File: src/rtl/drive_pkg.sv
// Shared types for the drive command path: move encodings, source ids, scheduler states
// and the command sanitiser applied before arbitration.
package drive_pkg;

    localparam int CMD_W   = 4;
    localparam int SPEED_W = 4;

    typedef enum logic [3:0] {
        FWD      = 4'b0000,
        FWD_L    = 4'b0001,
        FWD_R    = 4'b0010,
        BACK     = 4'b0011,
        SPIN_CCW = 4'b0100,
        SPIN_CW  = 4'b0101,
        BACK_L   = 4'b0110,
        BACK_R   = 4'b0111,
        STOP     = 4'b1000
    } move_cmd_t;

    typedef enum logic [1:0] {
        NONE = 2'd0,
        MAN  = 2'd1,
        AUTO = 2'd2
    } src_t;

    typedef enum logic {
        IDLE = 1'b0,
        SEND = 1'b1
    } sched_state_t;

    typedef struct packed {
        logic [CMD_W-1:0]   cmd;
        logic [SPEED_W-1:0] speed;
    } drive_word_t;

    // Codes above STOP are not moves; they collapse to STOP, and STOP never carries speed.
    function automatic drive_word_t sanitize(input logic [CMD_W-1:0] cmd,
                                             input logic [SPEED_W-1:0] speed,
                                             input logic [SPEED_W-1:0] max_speed);
        drive_word_t w;
        if (cmd >= STOP) begin
            w.cmd   = STOP;
            w.speed = 4'd0;
        end else begin
            w.cmd   = cmd;
            w.speed = (speed > max_speed) ? max_speed : speed;
        end
        return w;
    endfunction

endpackage

File: src/rtl/drive_cmd_scheduler_if.sv
// valid/ready transfer bus from the scheduler (master) to the uart_comm transmitter (slave).
interface drive_cmd_scheduler_if;
    import drive_pkg::*;

    logic [CMD_W-1:0]   tx_cmd;
    logic [SPEED_W-1:0] tx_speed;
    logic               tx_valid;
    logic               tx_ready;

    modport master (output tx_cmd, output tx_speed, output tx_valid, input tx_ready);
    modport slave  (input tx_cmd, input tx_speed, input tx_valid, output tx_ready);
endinterface

File: src/rtl/drive_cmd_scheduler_ms_tick_gen.sv
// Millisecond prescaler: counts 0..CLK_HZ/1000-1 and emits a registered 1-cycle tick.
module ms_tick_gen #(
    parameter int CLK_HZ = 50_000_000
) (
    input  logic clk,
    input  logic rst,
    output logic tick
);
    localparam int TC = CLK_HZ / 1000;
    localparam int CW = $clog2(TC);
    localparam logic [CW-1:0] TERM = CW'(TC - 1);

    logic [CW-1:0] cnt_r;
    logic          tick_r;

    // Prescaler counter and terminal-count pulse
    always_ff @(posedge clk or posedge rst) begin
        if (rst) begin
            cnt_r  <= '0;
            tick_r <= 1'b0;
        end else if (cnt_r == TERM) begin
            cnt_r  <= '0;
            tick_r <= 1'b1;
        end else begin
            cnt_r  <= cnt_r + CW'(1);
            tick_r <= 1'b0;
        end
    end

    assign tick = tick_r;
endmodule

File: src/rtl/drive_cmd_scheduler.sv
// Arbitrates manual vs autonomous drive commands, enforces a per-source watchdog and
// sequences change-driven plus periodic keep-alive transfers to uart_comm.
module drive_cmd_scheduler
    import drive_pkg::*;
#(
    parameter int CLK_HZ      = 50_000_000,
    parameter int RESEND_MS   = 100,
    parameter int WATCHDOG_MS = 500,
    parameter int MAX_SPEED   = 9
) (
    input  logic                  CLOCK_50,
    input  logic                  reset,
    input  logic [3:0]            man_cmd,
    input  logic [3:0]            man_speed,
    input  logic                  man_valid,
    input  logic                  auto_en,
    input  logic [3:0]            auto_cmd,
    input  logic [3:0]            auto_speed,
    input  logic                  auto_valid,
    drive_cmd_scheduler_if.master tx,
    output logic [1:0]            active_src,
    output logic                  wd_stop
);
    localparam int AGE_W = $clog2(WATCHDOG_MS + 1);
    localparam int RS_W  = $clog2(RESEND_MS + 1);
    localparam logic [AGE_W-1:0]   AGE_MAX   = AGE_W'(WATCHDOG_MS);
    localparam logic [RS_W-1:0]    RS_MAX    = RS_W'(RESEND_MS);
    localparam logic [SPEED_W-1:0] SPEED_MAX = SPEED_W'(MAX_SPEED);
    localparam drive_word_t STOP_WORD  = '{cmd: STOP, speed: 4'd0};
    localparam drive_word_t NEVER_SENT = '{cmd: 4'b1111, speed: 4'b1111};

    logic             tick_s;
    drive_word_t      man_r, auto_r, man_w_s, auto_w_s, sel_s, tx_word_r, last_r;
    logic [AGE_W-1:0] man_age_r, auto_age_r;
    logic             man_loaded_r, auto_loaded_r, man_live_s, auto_live_s;
    src_t             sel_src_s, active_src_r;
    sched_state_t     state_r, state_next_s;
    logic             load_tx_s, accept_s, tx_valid_r, wd_stop_r;
    logic [RS_W-1:0]  resend_r;

    ms_tick_gen #(.CLK_HZ(CLK_HZ)) u_tick (.clk(CLOCK_50), .rst(reset), .tick(tick_s));

    // Source slots: a strobe reloads and restarts the age, which wins over a same-cycle tick
    always_ff @(posedge CLOCK_50 or posedge reset) begin
        if (reset) begin
            man_r         <= STOP_WORD;
            auto_r        <= STOP_WORD;
            man_age_r     <= AGE_MAX;
            auto_age_r    <= AGE_MAX;
            man_loaded_r  <= 1'b0;
            auto_loaded_r <= 1'b0;
        end else begin
            if (man_valid) begin
                man_r        <= '{cmd: man_cmd, speed: man_speed};
                man_age_r    <= '0;
                man_loaded_r <= 1'b1;
            end else if (tick_s && (man_age_r != AGE_MAX)) begin
                man_age_r <= man_age_r + AGE_W'(1);
            end
            if (auto_valid) begin
                auto_r        <= '{cmd: auto_cmd, speed: auto_speed};
                auto_age_r    <= '0;
                auto_loaded_r <= 1'b1;
            end else if (tick_s && (auto_age_r != AGE_MAX)) begin
                auto_age_r <= auto_age_r + AGE_W'(1);
            end
        end
    end

    // Liveness and priority: moving manual > live auto > manual STOP > forced STOP
    always_comb begin
        man_w_s     = sanitize(man_r.cmd, man_r.speed, SPEED_MAX);
        auto_w_s    = sanitize(auto_r.cmd, auto_r.speed, SPEED_MAX);
        man_live_s  = (man_age_r < AGE_MAX);
        auto_live_s = auto_en && (auto_age_r < AGE_MAX);
        sel_s       = STOP_WORD;
        sel_src_s   = NONE;
        if (man_live_s && (man_w_s.cmd != STOP)) begin
            sel_s     = man_w_s;
            sel_src_s = MAN;
        end else if (auto_live_s) begin
            sel_s     = auto_w_s;
            sel_src_s = AUTO;
        end else if (man_live_s) begin
            sel_s     = man_w_s;
            sel_src_s = MAN;
        end else begin
            sel_s     = STOP_WORD;
            sel_src_s = NONE;
        end
    end

    // Scheduler state register
    always_ff @(posedge CLOCK_50 or posedge reset) begin
        if (reset) begin
            state_r <= IDLE;
        end else begin
            state_r <= state_next_s;
        end
    end

    // Next-state: send on change or keep-alive expiry, hold in SEND until accepted
    always_comb begin
        state_next_s = state_r;
        load_tx_s    = 1'b0;
        accept_s     = 1'b0;
        case (state_r)
            IDLE: begin
                if ((sel_s != last_r) || (resend_r == RS_MAX)) begin
                    state_next_s = SEND;
                    load_tx_s    = 1'b1;
                end else begin
                    state_next_s = IDLE;
                end
            end
            SEND: begin
                if (tx.tx_ready) begin
                    state_next_s = IDLE;
                    accept_s     = 1'b1;
                end else begin
                    state_next_s = SEND;
                end
            end
            default: state_next_s = IDLE;
        endcase
    end

    // Transfer datapath, keep-alive timer and status outputs
    always_ff @(posedge CLOCK_50 or posedge reset) begin
        if (reset) begin
            tx_word_r    <= STOP_WORD;
            tx_valid_r   <= 1'b0;
            last_r       <= NEVER_SENT;
            resend_r     <= '0;
            active_src_r <= NONE;
            wd_stop_r    <= 1'b0;
        end else begin
            active_src_r <= sel_src_s;
            wd_stop_r    <= !man_live_s && !auto_live_s && (man_loaded_r || auto_loaded_r);
            if (load_tx_s) begin
                tx_word_r  <= sel_s;
                tx_valid_r <= 1'b1;
            end else if (accept_s) begin
                tx_valid_r <= 1'b0;
                last_r     <= tx_word_r;
            end
            if (accept_s) begin
                resend_r <= '0;
            end else if ((state_r == IDLE) && tick_s && (resend_r != RS_MAX)) begin
                resend_r <= resend_r + RS_W'(1);
            end
        end
    end

    assign tx.tx_cmd   = tx_word_r.cmd;
    assign tx.tx_speed = tx_word_r.speed;
    assign tx.tx_valid = tx_valid_r;
    assign active_src  = active_src_r;
    assign wd_stop     = wd_stop_r;
endmodule

File: src/flat_wrapper.sv
// flat-port wrapper written by rule: the top's interface ports become plain ports
module drive_cmd_scheduler_flat import drive_pkg::*;
#(
    parameter int CLK_HZ      = 50_000_000,
    parameter int RESEND_MS   = 100,
    parameter int WATCHDOG_MS = 500,
    parameter int MAX_SPEED   = 9
)
  (CLOCK_50, reset, man_cmd, man_speed, man_valid, auto_en, auto_cmd, auto_speed, auto_valid, active_src, wd_stop, tx_tx_cmd, tx_tx_speed, tx_tx_valid, tx_tx_ready);
  drive_cmd_scheduler_if tx_i ();
  input  logic CLOCK_50;
  input  logic reset;
  input  logic [3:0] man_cmd;
  input  logic [3:0] man_speed;
  input  logic man_valid;
  input  logic auto_en;
  input  logic [3:0] auto_cmd;
  input  logic [3:0] auto_speed;
  input  logic auto_valid;
  output logic [1:0] active_src;
  output logic wd_stop;
  output wire logic [$bits(tx_i.tx_cmd)-1:0] tx_tx_cmd;
  output wire logic [$bits(tx_i.tx_speed)-1:0] tx_tx_speed;
  output wire logic [$bits(tx_i.tx_valid)-1:0] tx_tx_valid;
  input wire logic [$bits(tx_i.tx_ready)-1:0] tx_tx_ready;
  assign tx_tx_cmd = tx_i.tx_cmd;
  assign tx_tx_speed = tx_i.tx_speed;
  assign tx_tx_valid = tx_i.tx_valid;
  assign tx_i.tx_ready = tx_tx_ready;
  drive_cmd_scheduler #(.CLK_HZ(CLK_HZ), .RESEND_MS(RESEND_MS), .WATCHDOG_MS(WATCHDOG_MS), .MAX_SPEED(MAX_SPEED)) u_core (.CLOCK_50(CLOCK_50), .reset(reset), .man_cmd(man_cmd), .man_speed(man_speed), .man_valid(man_valid), .auto_en(auto_en), .auto_cmd(auto_cmd), .auto_speed(auto_speed), .auto_valid(auto_valid), .tx(tx_i), .active_src(active_src), .wd_stop(wd_stop));
endmodule
File: config.mk
export PLATFORM = sky130hd
export DESIGN_NAME = drive_cmd_scheduler_flat
export DESIGN_NICKNAME = d
export VERILOG_FILES = /design/src/rtl/drive_pkg.sv /design/src/rtl/drive_cmd_scheduler_if.sv /design/src/rtl/drive_cmd_scheduler_ms_tick_gen.sv /design/src/rtl/drive_cmd_scheduler.sv /design/src/flat_wrapper.sv
export SDC_FILE = /design/constraint.sdc
export NUM_CORES = 1
export LEC_CHECK = 0
export CORE_ASPECT_RATIO = 0.75
export CORE_MARGIN = 2
export CORE_UTILIZATION = 52
export DETAILED_ROUTE_END_ITERATION = 12
export HOLD_SLACK_MARGIN = 0.1
export PLACE_DENSITY = 0.79
export SYNTH_ARGS = -nofsm -noshare
export SYNTH_HDL_FRONTEND = slang
export SYNTH_SLANG_ARGS = --single-unit
File: constraint.sdc
create_clock -name CLOCK_50 -period 2.7 [get_ports CLOCK_50]
set_clock_uncertainty 0.05 [all_clocks]
set_input_delay 0.54 -clock CLOCK_50 [delete_from_list [all_inputs] [get_ports CLOCK_50]]
set_output_delay 0.54 -clock CLOCK_50 [all_outputs]
set_load 0.02 [all_outputs]
After elaboration in Yosys (flattened, before gate mapping) --
Cells that the tools add are included.
Storage, ports and cells: register bits 81, output and inout port bits 12, logic and storage cells 81
Cells by class: $add $sub $neg 4, magnitude comparators 6, eq/ne operators 7, mux-type cells 26, bitwise gates (word level) 2, reduce and logical (&&, ||, !) cells 17
Operators by type and width (count):
- $mux 8 | 5
- $mux 9 | 4
- $add 9x1->9 const B | 2
- $lt 9x9->1 const B | 2
- $ne 9x9->1 const B | 2
- $add 16x1->16 const B | 1
- $eq 16x16->1 const B | 1
- $mux 16 | 1
- $mux 7 | 2
- $mux 1 | 9
- $ge 4x4->1 const B | 2
- $gt 4x4->1 const B | 2
- $logic_and 1x1->1 | 8
- $mux 4 | 2
- $ne 8x8->1 | 1
- $reduce_bool 2->1 | 4
- $add 7x1->7 const B | 1
- $eq 7x7->1 const B | 1
- $ne 7x7->1 const B | 1
- $mux 2 | 2
- $ne 4x4->1 const B | 1
- $logic_not 1->1 | 2
- $logic_or 1x1->1 | 2
- $not 1->1 | 2
- other kinds (2) | 2

Logic depth before layout (Yosys ltp) --
Gate-level depths: netlist (run 1).
depth after elaboration 12, gate-level depth with buffers 10, depth with buffers taken out 9

By module --
From an unflattened synthesis (run 1), not the netlist that was laid out.
Second synthesis, totals: cell total of the unflattened synthesis 365, area, all modules 3931.3 um2
By module, submodules not included:
- drive_cmd_scheduler | times used 1, cells an instance 296, area each 3149.3 um2
- ms_tick_gen | times used 1, cells an instance 69, area each 782.0 um2

Least setup slack after synthesis (run 1) --
OpenSTA, ideal clock, no wires.
path kind register -> register, start point register u_core.man_age_r[4], end point register u_core.tx_word_r (netlist bit u_core.tx.tx_cmd[0]), library setup time 0.125 ns, arrival 2.484 ns, data required time 2.525 ns, setup slack 0.041 ns, cell stages (with the launch flop) 10, path buffers 2, period minus slack after synthesis 2.659 ns, cells stage by stage dfstp_2 > nand4_4 > o21a_1 > buf_6 > buf_8 > o311ai_1 > a31oi_1 > nor4_2 > a31oi_4 > mux2_4
Between the ends: cells in the longest elaborated chain, start to end 8, elaborated cells between the ends (all ways) 9
Ends and longest elaborated chain:
- from (decl) | line drive_cmd_scheduler.sv:34 | logic [AGE_W-1:0] man_age_r, auto_age_r;
- from (signal assigned) | line drive_cmd_scheduler.sv:58 | man_age_r <= man_age_r + AGE_W'(1);
- $lt 9x9->1 * | line drive_cmd_scheduler.sv:74 | man_live_s = (man_age_r < AGE_MAX);
- $mux 8 | line drive_cmd_scheduler.sv:84 | end else if (man_live_s) begin
- $mux 8 | line drive_cmd_scheduler.sv:81 | end else if (auto_live_s) begin
- $mux 8 * | line drive_cmd_scheduler.sv:78 | if (man_live_s && (man_w_s.cmd != STOP)) begin
- $ne 8x8->1 | line drive_cmd_scheduler.sv:109 | if ((sel_s != last_r) || (resend_r == RS_MAX)) begin
- $logic_or 1x1->1 | line drive_cmd_scheduler.sv:109
- $mux 1 | line drive_cmd_scheduler.sv:109
- $mux 1 | line drive_cmd_scheduler.sv:107 | case (state_r)
- to (signal assigned) | line drive_cmd_scheduler.sv:141 | tx_word_r <= sel_s;
- to (decl) | line drive_cmd_scheduler.sv:33 | drive_word_t man_r, auto_r, man_w_s, auto_w_s, sel_s, tx_word_r, last_r;
Mark *: on every way between the ends. The rest lies on a longest branch, timed or not. A chain may end at the register's enable or synchronous reset.

Worst setup path in the final report (run 1) --
start point input auto_en, end point register u_core.tx_word_r (netlist bit u_core.tx.tx_cmd[2])
Between the ends: cells in the longest elaborated chain, start to end 7
Ends and longest elaborated chain:
- from (decl) | line flat_wrapper.sv:16 | input logic auto_en;
- $logic_and 1x1->1 * | line drive_cmd_scheduler.sv:75 | auto_live_s = auto_en && (auto_age_r < AGE_MAX);
- $mux 8 * | line drive_cmd_scheduler.sv:81
- $mux 8 * | line drive_cmd_scheduler.sv:78
- $ne 8x8->1 | line drive_cmd_scheduler.sv:109
- $logic_or 1x1->1 | line drive_cmd_scheduler.sv:109
- $mux 1 | line drive_cmd_scheduler.sv:109
- $mux 1 | line drive_cmd_scheduler.sv:107
Marks and branches as above.

==> flow_summary.ini, run 1 <==
[status]
status = finished with violations
violations = negative setup slack

[power_and_ir_drop]
power.share.clock_pct = 33.3
p_per_area_nw_per_um2 = 649
p_int_mw = 2.32
seqPwrFrac_pct = 45.6
switchingPower_mw = 0.857
ir_worst_vdd_mv = 0.365
leakagePower_nw = 2.09
sw_frac_of_total_pct = 27.0
combPwrFrac_pct = 21.1

[global_routing]
overflow = 0
grt_pass1_wl_um = 13900
grt_pass1_vias = 2772
antenna_found_initial = 0
grtUsageTotal_pct = 21.4
grt_max_degree = 82

[hold_path]
hold_depth = 1
hp-class = register to register

[synthesis]
synth.area.top_cells = dfrtp_1 37%, dfstp_2 15%, xnor2_1 4.2%
ys_seq_area_share_pct = 52.4
ys.flop_type = dfrtp_1
ys_ff_latch = 81
synth_edf_count = 0
synth_warnings = 0
netlist_area_um2 = 3920
synthArstFlopShare_pct = 100
synth_top_area_share_pct = 37.0
syn_area_per_cell_um2 = 10.9
ys_types = 52
yosysTopAreaCell = dfrtp_1
syn_inst = 359
syn_nets = 388

[floorplan]
die_h_um = 79.2
die_x_um = 104
ios = 34
floorplan.core_area_um2 = 7330
die_area_um2 = 8260
rows = 27
initial_core_util_pct = 53.5

[placed_design]
port_buffers = 33
gp_congestion = 0.893
hpwl_um = 5450
dp.cells = 500

[cts]
cts_max_level = 3
clkTransAtPathRegs_ns = 0.08
clock_sinks = 81
cts_made_buffers = 9
cts-hold-fix-buffers = 0
root_buffer = clkbuf_8
clockBufferDepth = 2
clock_latency_ns = 0.35
tritoncts = done

[sta]
setup_violations = 7
final_hold_viol_count = 0
setup-tns-final_ns = -0.549
finalCritPeriodShare_pct = 104
rsz0062_at_grt = yes
worst_slew_pin_slew_ns = 0.723
timing.final.max_slew_violations = 0
final.setup.worst_slack_ns = -0.112
post-route-min-period_ns = 2.81
max_freq_mhz = 356
relSlewSlack_pct = 51.4

[drt]
wl_um = 8620
avgRoutedWirePerCell_um = 16.3
viasPerCell = 5.41
via_count = 2854
wl_met1_um = 4090
topRoutingLayerUsed = met4
drc = 0
drt_first_pass_iters = 5
ant_nets = 0
wl_met3_um = 498
met2WireLength_um = 3890
drt-initial-drc-count = 198

[cells_and_area]
fin_nets = 451
final_cell_mix = 58 x dfrtp_1, 43 x nor2_1, 42 x nand2_1, 33 x clkdlybuf4s50_1, 24 x buf_4
finalNonFillerCells = 528
final_common_cell = dfrtp_1
antenna_cells = 0
layout-drive-gt1-share_pct = 24.4
synthToLayoutAreaGrowth_pct = 24.7

[critical_path]
worst-path-max-fanout = 5
critPathCaptureType = register
critPathKind = input port to register
cp.arrival_ns = 2.99
reg2reg_depth = 10
required_ns = 2.88
crit_path_start_kind = input port

[flow_run]
cap_violations = 0
[what timing repair did]
action,4_1_cts,5_1_grt
pin swaps,3,5
endpoints found under the setup margin,8,9
cloned,1,1
buffers inserted,1,9
gates resized for setup,2,9
[state kept, by name, summed over array words and instances (netlist names), 2 cells and up]
| name | flops |
|---|---|
| u_core.u_tick.cnt_r | 16 |
| u_core.auto_age_r | 9 |
| u_core.man_age_r | 9 |
| u_core.auto_r | 8 |
| u_core.last_r | 8 |
| u_core.man_r | 8 |
| u_core.resend_r | 7 |
| u_core.tx.tx_cmd | 4 |
| u_core.tx.tx_speed | 4 |
| u_core.active_src | 2 |
[final cells by class]
type	instances	area (µm²)
Clock buffer	13	149
Clock inverter	3	90.1
Fill cell	547	2440
Multi-Input combinational cell	252	1830
Timing Repair Buffer	60	576
Inverter	18	67.6
Tap cell	101	126
Sequential cell	81	2060
[metal layers]
metal	up-vias	global-route usage, %
li1	1356	-
met2	86	33.2
met5	-	0
met4	0	5.27
met3	14	5.91
met1	1398	30.0
[stage by stage]
step	area, µm²	setup slack, ns	total power [mW]	hold slack (ns)	util (%)
5_1_grt	4890	-0.143	3.31	0.434	66.7
3_5_place_dp	4470	-0.452	2.03	0.401	60.9
4_1_cts	4740	-0.0120	3.13	0.413	64.7
6_report	4890	-0.112	3.17	0.411	66.7
2_1_floorplan	3920	0.0412	1.81	0.375	-
3_3_place_gp	4470	-0.332	2.01	0.393	60.9
[kinds of logic after synthesis]
family,synth area share (%)
and+or+nand+nor,16.9
adders and majority gates,2.23
DFF,52.4
buffers and inverters,3.10
xor gates and xnor gates,8.27
muxes,8.24
AOI/OAI and AO/OA,8.84
[synth_stat cells (3+ instances only)]
library cell and instances:
inv_1 18, xor2_1 18, nor2_1 43, nand2_1 42, mux2_2 10, nand4_1 8, o21ai_0 19, or3_1 3
dfrtp_1 58, xnor2_1 19, nor2b_1 3, mux2i_1 4, mux2_4 8, ha_1 7, and3_1 4, clkbuf_1 6
nor4_1 3, a21oi_1 5, or2_2 3, dfstp_2 23, nor3_1 3, nand3_1 10
[worst max-delay path, cell delays in order]
cell and delay, ns:
clkdlybuf4s50_1 0.52, nor2b_4 0.18, o21ai_2 0.13, o41ai_2 0.33, buf_4 0.19, xor2_2 0.18, nor4_4 0.07, buf_4 0.18
a31oi_4 0.33, mux2_4 0.33
[power by group through the flow]
stage	Clock (mW)	Sequential, mW	Combinational, mW
2_1_floorplan	0	1.48	0.335
3_3_place_gp	0	1.45	0.552
3_5_place_dp	0	1.46	0.573
4_1_cts	1.08	1.44	0.608
5_1_grt	1.14	1.46	0.715
6_report	1.06	1.45	0.669
[worst paths after layout]
check | slack (ns) | to | startpoint
worst min-delay path | 0.41 | u_core.u_tick.cnt_r[0] | u_core.u_tick.cnt_r[0]
max in group asynchronous | 1.69 | u_core.last_r[0] | reset
worst max register to register | -0.06 | u_core.tx.tx_cmd[2] | u_core.man_age_r[4]
worst max-delay path | -0.11 | u_core.tx.tx_cmd[2] | auto_en
min in group asynchronous | 0.54 | u_core.u_tick.cnt_r[0] | reset
worst min register to register | 0.41 | u_core.u_tick.cnt_r[0] | u_core.u_tick.cnt_r[0]
Note: power is estimated with default switching activity, not from simulation.
==> run 2: changes to the inputs <==
Settings changed: CORE_UTILIZATION 52 to 57, DONT_BUFFER_PORTS set to 1, PLACE_DENSITY 0.79 to 0.78, SYNTH_HIERARCHICAL set to 1.
==> run 2 against run 1 <==
  * The flow now finishes without violations
  * Combinational power decreased by 31%
  * Worst hold slack got worse by 0.30 ns
  * Die area decreased by 8.1%
  * Final area decreased by 8.3%
  * Core utilization decreased by 0.15 points
  * Clock power decreased by 17%
  * First-iteration DRC count decreased by 19%
  * Register-to-register slack improved by 0.07 ns
  * Wire length decreased by 4.1%
  * Fmax increased by 4.4%
  * Largest power group unchanged
==> flow_summary.ini, run 2 <==
[cts]
cts_made_buffers = 9
root_buffer = clkbuf_8
clkTransAtPathRegs_ns = 0.08
clockBufferDepth = 2
clock_sinks = 81
clock_latency_ns = 0.35
cts_max_level = 3
tritoncts = done

[global_routing]
grt_pass1_wl_um = 13300
grtUsageTotal_pct = 22.6
grt_max_degree = 34
grt_pass1_vias = 2681
antenna_found_initial = 1
overflow = 0

[flow_run]
cap_violations = 0

[drt]
wl_um = 8270
viasPerCell = 5.91
ant_nets = 0
drt_first_pass_iters = 5
via_count = 2829
drt-initial-drc-count = 160
drc = 0
avgRoutedWirePerCell_um = 17.3

[critical_path]
r2r-end = u_core/tx.tx_cmd[1]
required_ns = 2.88
worst-path-max-fanout = 8
critPathKind = register to register
crit_path_start_kind = register
cp.arrival_ns = 2.88
critPathCaptureType = register
rrSetupSlack_ns = 0.007
reg2reg_depth = 10
reg2reg_from = u_core/man_age_r[3]

[sta]
finalCritPeriodShare_pct = 99.8
final_hold_viol_count = 0
setup-tns-final_ns = 0
setup_violations = 0
relSlewSlack_pct = 49.2
timing.final.max_slew_violations = 0
max_freq_mhz = 371
worst_slew_pin_slew_ns = 0.762
post-route-min-period_ns = 2.69

[cells_and_area]
utilization_pct = 66.6
final_common_cell = dfrtp_1
multi_input_area_um2 = 1880
fin_nets = 418
synthToLayoutAreaGrowth_pct = 14.0
n_fill_cell = 486
seqCellArea_um2 = 2060
layout-drive-gt1-share_pct = 25.6
largest_register = u_core/u_tick/cnt_r
largest_reg_flops = 16
top_regs = u_core/u_tick/cnt_r (16), u_core/auto_age_r (9), u_core/man_age_r (9)
final_cell_mix = 58 x dfrtp_1, 46 x nand2_1, 35 x nor2_1, 23 x dfstp_2

[floorplan]
die_h_um = 75.9
rows = 26
ios = 34
initial_core_util_pct = 58.4
die_x_um = 99.9
floorplan.core_area_um2 = 6730
die_area_um2 = 7580

[synthesis]
synth_warnings = 6
ys_ff_latch = 81
synth_top_area_share_pct = 36.9
synthArstFlopShare_pct = 100
synth_edf_count = 0
syn_nets = 394
ys_seq_area_share_pct = 52.3
ys.flop_type = dfrtp_1
synth.area.top_cells = dfrtp_1 37%, dfstp_2 15%, xor2_1 4.5%
netlist_area_um2 = 3930
yosysTopAreaCell = dfrtp_1
syn_area_per_cell_um2 = 10.8
ys_types = 53
synthTopCellsByCount = 58 x dfrtp_1, 46 x nand2_1, 36 x nor2_1, 23 x dfstp_2, 20 x xor2_1
syn_inst = 365
synth_most_common_cell = dfrtp_1

[power_and_ir_drop]
leakagePower_nw = 1.89
ir_worst_vdd_mv = 0.430
p_per_area_nw_per_um2 = 638

[placed_design]
hpwl_um = 5530
port_buffers = 0
gp_congestion = 0.865

[status]
status = complete, no violations

[hold_path]
hp-class = input port to async pin
## run 2: cell count changes in the layout (fill, tap and decap cells not counted), sizes merged, moves of 3 or more
cell	before	now
clkinvlp	0	3
clkdlybuf4s50	33	0
nand2	42	46
or3	4	9
nor2	43	36
buf	26	21
xnor2	19	11
and3	5	0
nand4	9	16
o21ai	21	18
a21oi	5	13
## run 2: worst max-delay path by stage
stage                        start                     to  slack (ns)  cells past startpoint
6_report       u_core/man_age_r[3]    u_core/tx.tx_cmd[1]       0.007                     10
2_1_floorplan  u_core/man_age_r[5]    u_core/tx.tx_cmd[0]        0.01                      8
5_1_grt        u_core/man_age_r[3]    u_core/tx.tx_cmd[1]       -0.04                     10
3_5_place_dp   u_core/man_age_r[7]    u_core/tx.tx_cmd[0]       -0.17                      8
3_3_place_gp   u_core/man_age_r[7]  u_core/tx.tx_speed[0]       -0.05                      8
4_1_cts        u_core/man_age_r[7]    u_core/tx.tx_cmd[0]        0.01                      8
## run 2: logic make-up after synthesis
group           count (synthesis)  synth area share [%]
simple gates                  141                  18.1
flops                          81                  52.3
compound gates                 52                  9.42
xor+xnor                       31                  6.91
mux                            27                  8.24
buf+inv                        26                  2.77
fa+ha+maj                       7                  2.23
## run 2: critical path: stages (launching register included)
cell and delay, ns:
dfrtp_1 0.41, o21a_2 0.26, a21o_4 0.25, buf_4 0.16
mux2i_4 0.18, buf_4 0.14, a31oi_1 0.19, o41ai_2 0.11
buf_4 0.17, a31oi_4 0.30, mux2_4 0.34
## run 2: timing repair
item / CTS / global route
cloned: 1 / 0
gates resized for setup: 4 / 16
hold buffers: 0 / 0
setup buffers: 3 / 2
pin swaps: 3 / 8
endpoints found under the setup margin: 9 / 7
## run 2: metrics by stage
step	power, mW	setup WS, ns	hold slack [ns]	std cells	instance area (µm²)
after floorplan	1.81	0.0128	0.384	365	3930
after global placement	1.89	-0.0458	0.393	456	4120
after detailed placement	1.91	-0.171	0.397	456	4120
after CTS	2.85	0.0141	0.106	476	4380
after global routing	2.99	-0.0384	0.126	478	4480
final	2.86	0.00672	0.111	479	4480
## run 2: cell type report
class,count,share of cell area [%]
Antenna cell,1,0.0558
Clock buffer,12,3.24
Clock inverter,4,1.17
Tap cell,84,2.35
Inverter,17,1.42
Sequential cell,81,45.9
Multi-Input combinational cell,259,42.0
Timing Repair Buffer,21,3.88
## run 2: where the power goes
group / total [mW] / switching [mW] / internal, mW
clock: 0.875 / 0.422 / 0.453
sequential: 1.52 / 0.172 / 1.35
combinational: 0.462 / 0.239 / 0.223
total: 2.86 / 0.833 / 2.03
## run 2: metal layers
metal | track usage, % | up-vias | part of all wire (%)
met5 | 0 | - | 0
li1 | - | 1331 | -
met3 | 7.47 | 15 | 6.5
met1 | 31.1 | 1402 | 46
met2 | 33.6 | 81 | 46
met4 | 8.22 | 0 | 1.7
==> variant 1, RTL diff (config.mk and constraints of run 2) <==
`CLK_HZ` is set to 50_000_000 in 3 places; all go to 25_000_000.
--- a/src/rtl/drive_cmd_scheduler_ms_tick_gen.sv
+++ b/src/rtl/drive_cmd_scheduler_ms_tick_gen.sv
@@ -1,6 +1,6 @@
 // Millisecond prescaler: counts 0..CLK_HZ/1000-1 and emits a registered 1-cycle tick.
 module ms_tick_gen #(
-    parameter int CLK_HZ = 50_000_000
+    parameter int CLK_HZ = 25_000_000
 ) (
     input  logic clk,
     input  logic rst,
--- a/src/rtl/drive_cmd_scheduler.sv
+++ b/src/rtl/drive_cmd_scheduler.sv
@@ -3,7 +3,7 @@
 module drive_cmd_scheduler
     import drive_pkg::*;
 #(
-    parameter int CLK_HZ      = 50_000_000,
+    parameter int CLK_HZ      = 25_000_000,
     parameter int RESEND_MS   = 100,
     parameter int WATCHDOG_MS = 500,
     parameter int MAX_SPEED   = 9
--- a/src/flat_wrapper.sv
+++ b/src/flat_wrapper.sv
@@ -1,7 +1,7 @@
 // flat-port wrapper written by rule: the top's interface ports become plain ports
 module drive_cmd_scheduler_flat import drive_pkg::*;
 #(
-    parameter int CLK_HZ      = 50_000_000,
+    parameter int CLK_HZ      = 25_000_000,
     parameter int RESEND_MS   = 100,
     parameter int WATCHDOG_MS = 500,
     parameter int MAX_SPEED   = 9
Formal check against the unedited RTL: same outputs for any inputs over 10 cycles, from zero or initial values and one cycle with reset high; that may be too few to reach the edited logic, so the function may still have changed.
==> variant 1 against run 2 <==
Sequential cell count is 1 lower; cell area is 1.5% lower; combinational power is 3% lower; setup slack better by 0.054 ns; routed wire length is 4.2% lower; synthesized area is 1.3% lower; fmax is 2.0% higher; synthesized cell count is 0.82% lower; power is 0.32% higher; via count is 4.6% lower.
==> variant 1: results (changes against run 2) <==
CP Data Arrival Time=2.82 ns (-0.06 ns); Worst path slowest cell=dfstp_2; # resized after CTS=5 (+1); M1 WL=3750 um (-1.8%); CP top delay family=compound AO/OA/AOI/OAI gates; initial antenna violation count=0 (-1); M1 GR Usage=31.9% (+0.75 points); met2 Usage GRT=36.9% (+3.4 points); postcts setup bufs=1 (-2); Hold Crit Class=input port to asynchronous set/reset pin; Pleak=0.00189 uW (-0.11%); biggest regs=u_core/u_tick/cnt_r (15), u_core/auto_age_r (9), u_core/man_age_r (9); CTS Root Buffer Type=clkbuf_8; Detailed Place HPWL=5520 um (-0.20%); layout cell share with drive strength beyond 1=25.5% (-0.12 points); outcome=complete, no violations; grt met3 use=6.97% (-0.50 points); synth cell count leaders=dfrtp_1, nand2_1, nor2_1; CTS Buffer Depth=2 (unchanged); Ys Warns=6 (unchanged); ranking of synthesized cells by area=dfrtp_1, dfstp_2, nand2_1; n_diodes=0 (-1); most frequently used flop master after synthesis=dfrtp_1; detail-routed via count per cell=5.67 (-4.0%); Final Net Count=416 (-0.48%); WL met3=455 um (-16%); Synth cell types=54 (+1.9%); hold buffers post-CTS=1 (+1); Syn Nets=391 (-0.76%); number of buffers created by CTS=9 (unchanged); number of global-route vias before repair=2,738 (+2.1%); first-pass detailed-route iteration total=4 (-1); RD Place Congestion=0.813 (-6.0%); first-pass GRT wire length=13,200 um (-0.57%); # H-tree levels=3 (unchanged); peak supply drop=0.404 mV (-6.0%); relative slew slack=44.3% (-4.8 points); # fillers=502 (+3.3%); 1st-iter DRT viols=147 (-8.1%); wire length per cell=16.6 um (-3.6%); CP max FO=5 (-3); asr flop ratio synth=100% (unchanged); wire length on met2=3700 um (-2.2%); Seq/Total Area, Yosys=52.3% (about the same); max incr delay on CP=0.54 ns (+0.13 ns); overall routing resource usage=23.1% (+0.47 points); Post-Place Worst Slack=-0.0666 ns (+0.105 ns); largest net degree at the start of global routing=36 (+5.9%); dpl cell area=4100 sq um (-0.52%)
-- variant 1: changes by cell type in the layout (fill, tap and decap cells not counted), moves of 2 or more --
cell / change
clkbuf_8: +3
clkinvlp_4: -3
nand4_1: -3
inv_1: +2
nor2_1: -2
nor3_1: +2
xor2_1: -2
-- variant 1: final cells by class --
type / instances / area (sq um) / area share (%)
flip-flops and latches: 80 / 2030 / 46.0
multi-input cells: 255 / 1810 / 41.0
clock buffers: 14 / 183 / 4.14
repair buffers: 22 / 180 / 4.08
well taps: 84 / 105 / 2.38
inverters: 19 / 71.3 / 1.61
clock inverters: 2 / 35.0 / 0.793
-- variant 1: final timing paths --
path                                startpoint                      to  slack (ns)  cells past startpoint
max reg2reg                u_core/man_age_r[7]     u_core/tx.tx_cmd[1]        0.06                      9
min in group CLOCK_50               auto_valid    u_core/auto_age_r[7]        0.17                      1
max                        u_core/man_age_r[7]     u_core/tx.tx_cmd[1]        0.06                      9
min reg2reg                u_core/man_loaded_r     u_core/man_loaded_r        0.42                      1
min                                      reset        u_core/auto_r[5]        0.14                      1
max in group asynchronous                reset  u_core/u_tick/cnt_r[4]        1.58                      2
-- variant 1: cells by family (layout without fill, tap and decap cells) --
kind of cell	after synthesis	after routing	synth area share (%)
AND/OR/NAND/NOR	138	138	17.9
flip-flops	80	80	52.3
AO/OA/AOI/OAI	53	54	9.67
XOR/XNOR	30	30	6.77
buffers and inverters	28	57	3.00
multiplexers	26	26	8.09
adder cells (fa/ha/maj)	7	7	2.26
-- variant 1: through the flow --
step                hold slack (ns)  std cells
global placement              0.393        457
finish                        0.141        476
floorplan                     0.383        362
global route                  0.137        476
detailed placement            0.397        457
CTS                           0.149        476
-- variant 1: power breakdown --
group | switching [uW] | internal [uW]
logic | 230 | 217
registers | 160 | 1330
clock network | 399 | 527
total | 789 | 2080
==> variant 2, RTL diff (flow settings as in run 2) <==
Made on the original files. Reset style: synchronous (`reset` and `rst`), changed in 4 clocked blocks.
--- a/src/rtl/drive_cmd_scheduler_ms_tick_gen.sv
+++ b/src/rtl/drive_cmd_scheduler_ms_tick_gen.sv
@@ -14,7 +14,7 @@
     logic          tick_r;
 
     // Prescaler counter and terminal-count pulse
-    always_ff @(posedge clk or posedge rst) begin
+    always_ff @(posedge clk) begin
         if (rst) begin
             cnt_r  <= '0;
             tick_r <= 1'b0;
--- a/src/rtl/drive_cmd_scheduler.sv
+++ b/src/rtl/drive_cmd_scheduler.sv
@@ -41,7 +41,7 @@
     ms_tick_gen #(.CLK_HZ(CLK_HZ)) u_tick (.clk(CLOCK_50), .rst(reset), .tick(tick_s));
 
     // Source slots: a strobe reloads and restarts the age, which wins over a same-cycle tick
-    always_ff @(posedge CLOCK_50 or posedge reset) begin
+    always_ff @(posedge CLOCK_50) begin
         if (reset) begin
             man_r         <= STOP_WORD;
             auto_r        <= STOP_WORD;
@@ -91,7 +91,7 @@
     end
 
     // Scheduler state register
-    always_ff @(posedge CLOCK_50 or posedge reset) begin
+    always_ff @(posedge CLOCK_50) begin
         if (reset) begin
             state_r <= IDLE;
         end else begin
@@ -126,7 +126,7 @@
     end
 
     // Transfer datapath, keep-alive timer and status outputs
-    always_ff @(posedge CLOCK_50 or posedge reset) begin
+    always_ff @(posedge CLOCK_50) begin
         if (reset) begin
             tx_word_r    <= STOP_WORD;
             tx_valid_r   <= 1'b0;
Formal check against the unedited RTL: differs if reset is asserted again (counterexample within 4 cycles, from zero or initial values and one cycle with reset high); with reset held inactive, the same outputs for 10 cycles.
==> variant 2 against run 2 <==
Die area fell by 2.7%; cell area fell by 9.9%; core utilization fell by 3.3 points; setup slack improved by 0.16 ns; sequential cell count did not move; routed wire length fell by 11%; synthesized area fell by 2.9%; count of clock-buffer cells in the layout fell by 1; synthesized cell count rose by 8.2%.
Power is not compared: it rests on default switching activity, and its combinational part moved more than twofold at a synthesized area within 25%.
==> variant 2: results (changes against run 2) <==
placed cells=464 (+1.8%); M1 WL=3450 um (-9.5%); layout cell share with drive strength beyond 1=10.8% (-15 points); ranking of synthesized cells by area=dfxtp_1, mux2i_1, nor2_1; # resized after CTS=0 (-4); asr flop ratio synth=0% (-100 points); post-synthesis xor/xnor area fraction=10.0% (+3.1 points); overall routing resource usage=20.7% (-1.9 points); CP max FO=6 (-2); worst flop-to-flop path startpoint=u_core/man_age_r[2]; outcome=complete, no violations; first-pass GRT wire length=11,900 um (-11%); detail-routed via count per cell=5.71 (-3.4%); most frequently used flop master after synthesis=dfxtp_1; dpl cell area=3860 sq um (-6.3%); Final Cycle Share=93.9% (-5.8 points); postcts setup bufs=0 (-3); relative slew slack=59.2% (+10 points); RD Place Congestion=0.805 (-6.9%); n_diodes=0 (-1); Final Net Count=423 (+1.2%); Post-Place Worst Slack=0.227 ns (+0.399 ns); wire length per cell=15.3 um (-11%); WL met3=368 um (-32%); 1st-iter DRT viols=158 (-1.3%); Hold WS=0.211 ns (+0.100 ns); WL final=7330 um (-11%); wire length on met2=3470 um (-8.1%); largest net degree at the start of global routing=68 (+100%); synth cell count leaders=dfxtp_1, nor2_1, mux2i_1; Worst path slowest cell=dfxtp_1; max incr delay on CP=0.37 ns (-0.04 ns); Compound-Gate Fraction of Synth Area=10.3% (+0.87 points); number of global-route vias before repair=2,473 (-7.8%)
variant 2: worst min-delay path by stage:
stage	startpoint	to	cells after the start
final	reset	u_core/auto_r[0]	1
after global placement	u_core/man_loaded_r	u_core/man_loaded_r	2
after CTS	reset	u_core/man_r[4]	1
after global routing	reset	u_core/auto_age_r[3]	1
after detailed placement	u_core/man_loaded_r	u_core/man_loaded_r	2
after floorplan	u_core/auto_loaded_r	u_core/auto_loaded_r	2
variant 2: cell type report:
class / instances / area, sq um / area share [%]
Clock buffer: 11 / 131 / 3.25
Timing Repair Buffer: 4 / 30.0 / 0.743
Multi-Input combinational cell: 284 / 2060 / 51.0
Clock inverter: 3 / 43.8 / 1.08
Tap cell: 81 / 101 / 2.51
Sequential cell: 81 / 1620 / 40.1
Inverter: 14 / 52.6 / 1.30
variant 2: report_power, final:
part | internal, uW | switching (uW) | leakage [uW]
clock network | 418 | 399 | 0.0000892
logic | 80.3 | 80.5 | 0.000783
registers | 1240 | 55.0 | 0.000665
variant 2: cells by family after synthesis:
| family | count (synthesis) |
|---|---|
| xor gates and xnor gates | 42 |
| AOI/OAI and AO/OA | 46 |
| adders and majority gates | 7 |
| DFF | 81 |
| buffers and inverters | 30 |
| muxes | 31 |
| and+or+nand+nor | 158 |
variant 2: critical path, delay by kind of cell (launching register included):
kind                   cells  cell delay, ns
multiplexers               2            0.54
AO/OA/AOI/OAI              3            0.93
AND/OR/NAND/NOR            1            0.08
XOR/XNOR                   1            0.27
flip-flops                 1            0.37
buffers and inverters      1            0.22
variant 2: metal layers:
layer  vias to the layer above  global-route usage [%]
met5                         -                       0
met4                         0                    4.57
met3                         4                    7.52
met2                        59                    33.3
met1                      1305                    27.3
li1                       1360                       -
